**src/rtl/ipu_capture_ctrl.sv**
```systemverilog
`default_nettype none
// +--------------------------------------------------------------------------+
// | ipu_capture_ctrl : capture sequencing, finger-detect confirm, watchdog  |
// | Revision 1.0                                                            |
// +--------------------------------------------------------------------------+
module ipu_capture_ctrl #(
  parameter int unsigned SETTLE_FRAMES  = 4,
  parameter int unsigned CONFIRM_FRAMES = 3,
  parameter int unsigned TIMEOUT_CYCLES = 5000000
) (
  input  logic       iCLK,
  input  logic       iRST_N,
  input  logic       iCFG_DONE,
  input  logic       iEN,
  input  logic       iFVAL,
  input  logic       iDET,
  input  logic [3:0] iLOC,
  input  logic       iACK,
  output logic       oSTART,
  output logic       oEND,
  output logic       oCAPTURING,
  output logic       oINT,
  output logic [3:0] oLOC,
  output logic       oERR,
  output logic [2:0] oSTATE
);

  localparam int SW = (SETTLE_FRAMES  > 0) ? $clog2(SETTLE_FRAMES + 1)  : 1;
  localparam int CW = (CONFIRM_FRAMES > 0) ? $clog2(CONFIRM_FRAMES + 1) : 1;
  localparam int WW = (TIMEOUT_CYCLES > 0) ? $clog2(TIMEOUT_CYCLES + 1) : 1;

  localparam logic [SW-1:0] SETTLE_MAX = SW'(SETTLE_FRAMES);
  localparam logic [CW-1:0] CONF_MAX   = CW'(CONFIRM_FRAMES);
  localparam logic [WW-1:0] WD_MAX     = WW'(TIMEOUT_CYCLES);

  localparam logic [2:0] IDLE   = 3'd0;
  localparam logic [2:0] START  = 3'd1;
  localparam logic [2:0] SETTLE = 3'd2;
  localparam logic [2:0] RUN    = 3'd3;
  localparam logic [2:0] HOLD   = 3'd4;
  localparam logic [2:0] STOP   = 3'd5;
  localparam logic [2:0] FAULT  = 3'd6;

  logic [2:0]    state_q, state_d;
  logic          fval_q;
  logic [SW-1:0] settle_q, settle_d;
  logic [CW-1:0] conf_q, conf_d;
  logic [3:0]    cand_q, cand_d;
  logic [WW-1:0] wdog_q, wdog_d;
  logic          start_q, start_d, end_q, end_d, cap_q, cap_d;
  logic          int_q, int_d, err_q, err_d;
  logic [3:0]    loc_q, loc_d;

  logic          w_frame_end, w_valid, w_timeout;
  logic [SW-1:0] w_settle_inc;
  logic [CW-1:0] w_conf_inc;
  logic [WW-1:0] w_wd_inc;

  assign w_frame_end  = fval_q & ~iFVAL;
  assign w_valid      = iDET && (iLOC <= 4'd8);
  assign w_settle_inc = (settle_q >= SETTLE_MAX) ? settle_q : settle_q + 1'b1;
  assign w_conf_inc   = (conf_q   >= CONF_MAX)   ? conf_q   : conf_q + 1'b1;
  assign w_wd_inc     = (wdog_q   >= WD_MAX)     ? wdog_q   : wdog_q + 1'b1;
  // A frame end in the same cycle restarts the window, so it never times out.
  assign w_timeout    = !w_frame_end && (w_wd_inc >= WD_MAX);

  always_ff @(posedge iCLK or negedge iRST_N) begin
    if (!iRST_N) begin
      state_q  <= IDLE;
      fval_q   <= 1'b0;
      settle_q <= '0;
      conf_q   <= '0;
      cand_q   <= '0;
      wdog_q   <= '0;
      start_q  <= 1'b0;
      end_q    <= 1'b0;
      cap_q    <= 1'b0;
      int_q    <= 1'b0;
      err_q    <= 1'b0;
      loc_q    <= '0;
    end else begin
      state_q  <= state_d;
      fval_q   <= iFVAL;
      settle_q <= settle_d;
      conf_q   <= conf_d;
      cand_q   <= cand_d;
      wdog_q   <= wdog_d;
      start_q  <= start_d;
      end_q    <= end_d;
      cap_q    <= cap_d;
      int_q    <= int_d;
      err_q    <= err_d;
      loc_q    <= loc_d;
    end
  end

  always_comb begin
    state_d  = state_q;
    settle_d = settle_q;
    conf_d   = conf_q;
    cand_d   = cand_q;
    wdog_d   = wdog_q;
    case (state_q)
      IDLE: begin
        if (iEN && iCFG_DONE) state_d = START;
      end
      START: begin
        state_d  = SETTLE;
        settle_d = '0;
        conf_d   = '0;
        wdog_d   = '0;
      end
      SETTLE, RUN, HOLD: begin
        wdog_d = w_frame_end ? '0 : w_wd_inc;
        if (!iEN) begin
          state_d = STOP;
        end else if (w_timeout) begin
          state_d = FAULT;
        end else if (state_q == HOLD) begin
          if (iACK) begin
            state_d = RUN;
            conf_d  = '0;
          end
        end else if (state_q == SETTLE) begin
          if (w_frame_end) begin
            settle_d = w_settle_inc;
            if (w_settle_inc >= SETTLE_MAX) begin
              state_d = RUN;
              conf_d  = '0;
            end
          end
        end else if (w_frame_end) begin
          if (w_valid && (iLOC == cand_q)) begin
            conf_d = w_conf_inc;
          end else if (w_valid) begin
            cand_d = iLOC;
            conf_d = CW'(1);
          end else begin
            conf_d = '0;
          end
          if (w_valid && (conf_d >= CONF_MAX)) state_d = HOLD;
        end
      end
      STOP: begin
        state_d = IDLE;
      end
      FAULT: begin
        if (!iEN) state_d = IDLE;
      end
      default: begin
        state_d = IDLE;
      end
    endcase
  end

  // Outputs are decoded from the next state so the registered copies line up with oSTATE.
  always_comb begin
    start_d = (state_d == START);
    end_d   = (state_d == STOP) || ((state_d == FAULT) && (state_q != FAULT));
    cap_d   = (state_d == SETTLE) || (state_d == RUN) || (state_d == HOLD);
    int_d   = (state_d == HOLD);
    err_d   = (state_d == FAULT);
    loc_d   = ((state_d == HOLD) && (state_q != HOLD)) ? cand_d : loc_q;
  end

  assign oSTART     = start_q;
  assign oEND       = end_q;
  assign oCAPTURING = cap_q;
  assign oINT       = int_q;
  assign oLOC       = loc_q;
  assign oERR       = err_q;
  assign oSTATE     = state_q;

endmodule
`default_nettype wire

```
**config.mk**
```make
export PLATFORM = sky130hd
export DESIGN_NAME = ipu_capture_ctrl
export DESIGN_NICKNAME = d
export VERILOG_FILES = /design/src/rtl/ipu_capture_ctrl.sv
export SDC_FILE = /design/constraint.sdc
export NUM_CORES = 1
export LEC_CHECK = 0
export CAP_MARGIN = 30
export CORE_ASPECT_RATIO = 0.75
export CORE_UTILIZATION = 42
export DETAILED_ROUTE_END_ITERATION = 16
export DONT_BUFFER_PORTS = 1
export PLACE_DENSITY_LB_ADDON = 0.08
export SLEW_MARGIN = 20
export SYNTH_ARGS = -nofsm -noshare
export SYNTH_HDL_FRONTEND = slang
export SYNTH_SLANG_ARGS = --single-unit
```
**constraint.sdc**
```tcl
create_clock -name iCLK -period 3.15 [get_ports iCLK]
set_input_delay 0.63 -clock iCLK [delete_from_list [all_inputs] [get_ports iCLK]]
set_output_delay 0.63 -clock iCLK [all_outputs]
set_load 0.01 [all_outputs]
```
==> run_results.csv, run 1 <==
group,metric,value,unit
outcome,outcome,"complete, no violations",
detailed_routing,initialDrtViolationCount,177,
logic_synthesis,netlist_top_cells_area,"sky130_fd_sc_hd__dfrtp_1 (36%), sky130_fd_sc_hd__o21ai_0 (5.2%), sky130_fd_sc_hd__nand2_1 (3.9%)",
logic_synthesis,post_synth_instance_area,0.00316,mm^2
logic_synthesis,synth-adder-area-share,1.59,%
detailed_routing,vias,2977,
worst_setup_path,crit-reg2reg-launch,"wdog_q[15]$_DFFE_PN0P_",
worst_setup_path,crit_type,"reg -> reg",
floorplanning,boundaryPins,23,
logic_synthesis,top_ff_cell_synth,"sky130_fd_sc_hd__dfrtp_1",
worst_setup_path,worst-r2r-setup-slack,0.02,ns
placed_design,io_buffers,0,
floorplanning,chipHeight,77.1,um
layout,diodes,0,
sta,max_slew_margin,56.1,%
floorplanning,die-area,0.00787,mm^2
sta,finalHoldViolCount,0,
layout,final_layout_size_suffix_gt1_share,24.2,%
floorplanning,initial_core_util,44.9,%
sta,fmax,0.319,GHz
detailed_routing,antenna_violating_nets_post_route,0,
floorplanning,core_region_area,0.00703,mm^2
sta,setup_violations,0,
sta,final_min_period_over_clock_period,99.5,%
logic_synthesis,postSynthNetCount,383,
global_route,grt_first_pass_wirelength,13.9,mm
logic_synthesis,yosys-top-cells-count,"sky130_fd_sc_hd__dfrtp_1 (45), sky130_fd_sc_hd__nand2_1 (33), sky130_fd_sc_hd__o21ai_0 (33), sky130_fd_sc_hd__nor2_1 (31), sky130_fd_sc_hd__clkbuf_1 (19)",
clock_tree,h_tree_lvl_count,2,
logic_synthesis,synth_top_family_by_area,"compound AO/OA/AOI/OAI gates",
global_route,globalRoute.totalOverflow,0,
detailed_routing,detail_route.first_pass.iterations,5,
sta,tmin_final,3.13,ns
sta,rsz0062_at_grt,"yes",
sta,final_critical_path_setup_slack,0.0155,ns
floorplanning,std_cell_rows,26,
power,leakagePower,1.55,nW
logic_synthesis,synth-edff-count,0,
logic_synthesis,synth-warning-count,0,
global_route,grt_antenna_before_repair,0,
clock_tree,clk-insertion-delay-late,0.31,ns
power,p_per_cell_area,593,mW/mm^2
layout,finish.net_count,411,
worst_setup_path,crit-reg2reg-capture,"oCAPTURING$_DFF_PN0_",
logic_synthesis,syn_inst,368,
logic_synthesis,synthDominantAreaCellType,"sky130_fd_sc_hd__dfrtp_1",
global_route,groute.usage.overall,22.8,%
logic_synthesis,synth-simple-area-share,24.6,%
detailed_routing,route.detailed.vias_per_inst,6.01,
detailed_routing,post_detailed_route_drc_marker_count,0,
worst_setup_path,end_kind,"register",
sta,final_max_slew_viol_count,0,
placed_design,dp.cells,484,
flow_run,maxCapViolations,0,
worst_setup_path,crit_path_start,"wdog_q[15]$_DFFE_PN0P_",
logic_synthesis,compound_gate_portion_of_the_synthesized_area,25.1,%
worst_setup_path,critical_path.max_fanout,5,
worst_setup_path,crit_path_end,"oCAPTURING$_DFF_PN0_",
global_route,first_global_vias,2657,
clock_tree,clk_transition_reported_paths,0.10,ns
clock_tree,cts_tree,"yes",
worst_setup_path,worst-r2r-cell-count,10,
placed_design,worst_slack_after_detailed_placement,-0.0146,ns
worst_setup_path,crit_required,3.38,ns
floorplanning,floorplan.die.width,102,um
detailed_routing,drt-total-wl,8.52,mm
placed_design,place.gp.congestion,0.900,
clock_tree,clock_tree.root_cell,"sky130_fd_sc_hd__clkbuf_8",
worst_setup_path,start_kind,"register",
logic_synthesis,synth_sequential_area_ratio,35.7,%
logic_synthesis,synth_xor_area_share,3.05,%
logic_synthesis,ys_async_sr_fraction,100,%
layout,finish.cell_count_without_fillers,495,
placed_design,hpwl,6.26,mm
logic_synthesis,yosys.area.top_type_share,35.7,%
clock_tree,cts.path.max_buffers,2,
clock_tree,numClockSinks,45,
clock_tree,cts-buffers-inserted,5,
worst_setup_path,cp.arrival,3.37,ns
detailed_routing,drt-wirelength-per-cell,17.2,um
power,peak_supply_drop,367,uV
global_route,maximum_number_of_pins_on_one_net_before_global_route_repair,46,
layout,area_growth_syn_to_layout,17.0,%
logic_synthesis,most_frequent_cell_after_synthesis,"sky130_fd_sc_hd__dfrtp_1",
sta,max_slew.worst_pin.slew,0.656,ns
worst_hold_path,worst_hold_path_type,"in -> async",
logic_synthesis,synth.lib_cells_used.distinct,70,
logic_synthesis,proportion_of_synthesized_area_in_mux_cells,3.65,%
logic_synthesis,synth-seq-cells,45,
logic_synthesis,synthesis.area_per_instance,8.58,um^2
sta,timing.clock.skew,0.00820,ns
==> cell type report <==
class                      count  area [um^2]
clock buffer                   5         68.8
clock inverter                 3         21.3
fill                         686         3330
inverter                      14         52.6
multi-input combinational    283         1930
sequential                    45         1130
tap                           98          123
timing repair buffer          47          374
==> timing repair <==
action                     4_1_cts  5_1_grt
hold buffers                     1        0
gates cloned                     0        0
pin swaps                        0        6
setup endpoints to repair        4        8
buffers inserted                 0        1
resized for setup                3       10
hold endpoints to repair        45        0
==> critical path, stage by stage, from the launching register on <==
cell	delay (ns)
sky130_fd_sc_hd__dfrtp_1	0.39
sky130_fd_sc_hd__or3_4	0.39
sky130_fd_sc_hd__a211o_1	0.31
sky130_fd_sc_hd__o21ai_2	0.16
sky130_fd_sc_hd__or3b_4	0.39
sky130_fd_sc_hd__or4b_4	0.53
sky130_fd_sc_hd__a211oi_4	0.26
sky130_fd_sc_hd__a311oi_4	0.06
sky130_fd_sc_hd__buf_6	0.16
sky130_fd_sc_hd__a31o_4	0.24
sky130_fd_sc_hd__o31ai_2	0.16
==> per-layer routing <==
metal	vias to the layer above	part of all wire (%)	track usage, %
li1	1423	-	-
met1	1478	53	35.7
met2	66	41	31.3
met3	10	5.1	4.01
met4	0	1.1	6.57
met5	-	0	0
==> layout by cell type (no fill, tap or decap), types with 9 or more instances in the layout <==
cell type and n:
sky130_fd_sc_hd__dfrtp_1 45, sky130_fd_sc_hd__buf_4 44, sky130_fd_sc_hd__nand2_1 33, sky130_fd_sc_hd__o21ai_0 33, sky130_fd_sc_hd__nor2_1 31, sky130_fd_sc_hd__a21oi_1 17
sky130_fd_sc_hd__nand3_1 16, sky130_fd_sc_hd__inv_1 14, sky130_fd_sc_hd__nand4_1 11, sky130_fd_sc_hd__xnor2_1 10, sky130_fd_sc_hd__a31oi_1 9
==> metrics by stage <==
step | setup TNS, ns | instance area, um^2 | total power, mW | util [%] | hold slack, ns
5_1_grt | -0.443 | 3690 | 2.36 | 52.6 | 0.152
4_1_cts | 0 | 3610 | 2.17 | 51.4 | 0.152
3_5_place_dp | -0.0272 | 3480 | 1.76 | 49.6 | 0.335
3_3_place_gp | 0 | 3480 | 1.73 | 49.6 | 0.335
6_report | 0 | 3690 | 2.19 | 52.6 | 0.151
2_1_floorplan | -0.0691 | 3180 | 1.48 | - | 0.334
==> how the worst min path moves through the flow <==
stage,start,end,slack [ns],cells after the start
final,iRST_N,wdog_q[14]$_DFFE_PN0P_,0.15,1
after global placement,iRST_N,settle_q[0]$_DFFE_PN0P_,0.34,0
after CTS,iRST_N,wdog_q[12]$_DFFE_PN0P_,0.15,1
after detailed placement,iRST_N,settle_q[0]$_DFFE_PN0P_,0.34,0
after global routing,iRST_N,oSTATE[0]$_DFF_PN0_,0.15,1
after floorplan,iRST_N,cand_q[0]$_DFF_PN0_,0.33,0
==> kinds of logic (layout without fill, tap and decap cells) <==
family                   Yosys count  after routing
multiplexers                      10             10
AND/OR/NAND/NOR                  143            143
flip-flops                        45             45
AO/OA/AOI/OAI                    115            115
buffers and inverters             40             69
XOR/XNOR                          11             11
adder cells (fa/ha/maj)            4              4
==> where the power goes <==
part	internal (mW)	switching, mW
Combinational	0.385	0.582
Sequential	0.702	0.135
Clock	0.158	0.231
Total	1.24	0.947
==> state kept, by name, indices dropped and copies added, names as in the netlist <==
register	cells
cand_q	4
oSTATE	3
settle_q	3
oINT	1
oEND	1
oCAPTURING	1
conf_q	2
oLOC	4
fval_q	1
oERR	1
oSTART	1
wdog_q	23
No activity file was read; power rests on OpenSTA's default activity.
==> inputs of run 2 (changes only) <==
Settings changed: ABC_AREA set to 0, SETUP_SLACK_MARGIN set to 0.5.
==> run 2 against run 1 <==
Against the previous run:
- register-to-register slack lost 0.09 ns
- total power grew 5.1%
- sequential power hardly changed
- global-route usage grew 1.5 points
- core utilization increased by 2.7 points
- the flow now finishes with violations (negative setup slack)
- flip-flop and latch count unchanged
- non-clock buffer count up 17
- via count grew 2.1%
- largest cell class unchanged
- clock power grew 22%
==> run_results.csv, run 2 (same netlist as run 1, synthesis figures left out) <==
group,metric,value,unit
outcome,outcome,"finished, violations left",
outcome,violated_checks,"negative setup slack",
floorplanning,die-area,0.00787,mm^2
clock_tree,clk-insertion-delay-late,0.30,ns
placed_design,place.gp.congestion,0.948,
sta,max_slew_margin,60.4,%
floorplanning,floorplan.die.width,102,um
sta,final_min_period_over_clock_period,102,%
sta,setup_violations,4,
worst_setup_path,crit_type,"reg -> reg",
worst_setup_path,critical_path.max_fanout,5,
floorplanning,chipHeight,77.1,um
worst_setup_path,end_kind,"register",
layout,final_layout_size_suffix_gt1_share,28.0,%
worst_setup_path,cp.arrival,3.43,ns
floorplanning,initial_core_util,44.9,%
sta,max_slew.worst_pin.slew,0.592,ns
detailed_routing,antenna_violating_nets_post_route,0,
detailed_routing,vias,3039,
layout,layout_commonest_cell,"sky130_fd_sc_hd__buf_4",
clock_tree,cts_tree,"yes",
sta,tmin_final,3.22,ns
clock_tree,clk_transition_reported_paths,0.09,ns
power,p_per_cell_area,594,mW/mm^2
layout,layout.filler_cells,684,
clock_tree,h_tree_lvl_count,2,
clock_tree,numClockSinks,45,
layout,largest_reg_flops,23,
placed_design,hpwl,6.37,mm
floorplanning,core_region_area,0.00703,mm^2
worst_setup_path,crit_required,3.36,ns
worst_setup_path,crit-reg2reg-launch,"wdog_q[15]$_DFFE_PN0P_",
clock_tree,cts-buffers-inserted,5,
sta,finalHoldViolCount,0,
detailed_routing,initialDrtViolationCount,232,
power,leakagePower,1.65,nW
global_route,globalRoute.totalOverflow,0,
sta,fmax,0.311,GHz
layout,regMostFlops,"wdog_q",
placed_design,worst_slack_after_detailed_placement,-0.0469,ns
global_route,maximum_number_of_pins_on_one_net_before_global_route_repair,46,
clock_tree,cts.path.max_buffers,2,
sta,rsz0062_at_grt,"yes",
worst_setup_path,crit_path_start,"wdog_q[15]$_DFFE_PN0P_",
detailed_routing,route.detailed.vias_per_inst,5.94,
sta,final_max_slew_viol_count,0,
layout,area_growth_syn_to_layout,22.9,%
worst_setup_path,start_kind,"register",
floorplanning,boundaryPins,23,
sta,timing.clock.skew,0.00595,ns
placed_design,io_buffers,0,
detailed_routing,drt-wirelength-per-cell,17.3,um
layout,final_cell_area,0.00388,mm^2
placed_design,detailed_place.area,0.00358,mm^2
detailed_routing,post_detailed_route_drc_marker_count,0,
layout,diodes,0,
detailed_routing,drt-total-wl,8.87,mm
layout,top_library_cells_by_usage_in_the_layout_fill_and_taps_aside,"sky130_fd_sc_hd__buf_4 (59), sky130_fd_sc_hd__dfrtp_1 (45), sky130_fd_sc_hd__o21ai_0 (33)",
power,peak_supply_drop,385,uV
global_route,grt_antenna_before_repair,0,
floorplanning,std_cell_rows,26,
global_route,first_global_vias,2883,
global_route,groute.usage.overall,24.3,%
global_route,grt_first_pass_wirelength,15.0,mm
sta,final_critical_path_setup_slack,-0.0701,ns
detailed_routing,detail_route.first_pass.iterations,6,
worst_hold_path,worst_hold_path_type,"in -> async",
flow_run,maxCapViolations,0,
clock_tree,clock_tree.root_cell,"sky130_fd_sc_hd__clkbuf_8",
layout,finish.net_count,428,
run 2: cell types whose count changed in the layout (fill, tap and decap cells not counted), sizes merged:
cell      before  now
buf           47   64
bufinv         0    1
clkbuf         5    7
clkinv         1    0
clkinvlp       1    0
inv           15   14
run 2: power by group:
group / leakage, nW / total [mW] / internal (mW) / switching (mW)
clock network: 0.0585 / 0.473 / 0.259 / 0.214
logic: 0.983 / 0.994 / 0.408 / 0.586
registers: 0.611 / 0.837 / 0.702 / 0.135
total: 1.65 / 2.30 / 1.37 / 0.935
run 2: final cells by class:
type                       count  area, um^2  share of cell area (%)
tap                           98         123                    3.16
clock buffer                   7        86.3                    2.22
clock inverter                 1        30.0                   0.774
sequential                    45        1130                    29.0
multi-input combinational    283        1950                    50.2
inverter                      14        52.6                    1.35
timing repair buffer          64         515                    13.3
run 2: path summary, 6_finish.rpt:
| path | end | slack [ns] | depth (start not counted) |
|---|---|---|---|
| max | oCAPTURING$_DFF_PN0_ | -0.07 | 10 |
| min | wdog_q[15]$_DFFE_PN0P_ | 0.15 | 1 |
| max reg2reg | oCAPTURING$_DFF_PN0_ | -0.07 | 10 |
| min reg2reg | wdog_q[3]$_DFFE_PN0P_ | 0.53 | 1 |
| max in group asynchronous | wdog_q[8]$_DFFE_PN0P_ | 2.77 | 1 |
| min in group iCLK | fval_q$_DFF_PN0_ | 0.35 | 0 |
run 2: layer usage:
layer  global-route usage (%)  vias up  part of all wire, %
li1                         -     1460                    -
met1                     37.9     1484                   51
met2                     34.7       89                   43
met3                     3.56        6                  5.0
met4                     5.71        0                 0.56
met5                        0        -                    0
run 2: worst max-delay path, stage by stage, from the launching register on:
cell,delay (ns)
sky130_fd_sc_hd__dfrtp_1,0.39
sky130_fd_sc_hd__or3_4,0.39
sky130_fd_sc_hd__a211o_1,0.32
sky130_fd_sc_hd__o21ai_2,0.20
sky130_fd_sc_hd__or3b_4,0.40
sky130_fd_sc_hd__or4b_4,0.53
sky130_fd_sc_hd__a211oi_4,0.26
sky130_fd_sc_hd__a311oi_4,0.06
sky130_fd_sc_hd__buf_6,0.15
sky130_fd_sc_hd__a31o_1,0.24
sky130_fd_sc_hd__o31ai_2,0.18
run 2: through the flow:
step / setup TNS, ns / hold slack, ns / std cells / power, mW / utilization, %
2_1_floorplan: -0.0679 / 0.334 / 368 / 1.49 / -
3_3_place_gp: -0.0378 / 0.335 / 495 / 1.72 / 50.9
3_5_place_dp: -0.0570 / 0.335 / 496 / 1.77 / 51.0
4_1_cts: -0.0236 / 0.00474 / 510 / 2.27 / 54.1
5_1_grt: -0.714 / 0.161 / 512 / 2.47 / 55.2
6_report: -0.169 / 0.152 / 512 / 2.30 / 55.2
run 2: repair_timing:
| item | 4_1_cts | 5_1_grt |
|---|---|---|
| pin swaps | 7 | 3 |
| setup endpoints to repair | 9 | 12 |
| endpoints found under the hold margin | 0 | 45 |
| resized for setup | 12 | 7 |
| cloned | 0 | 0 |
| buffers inserted | 6 | 1 |
| hold buffers | 0 | 1 |
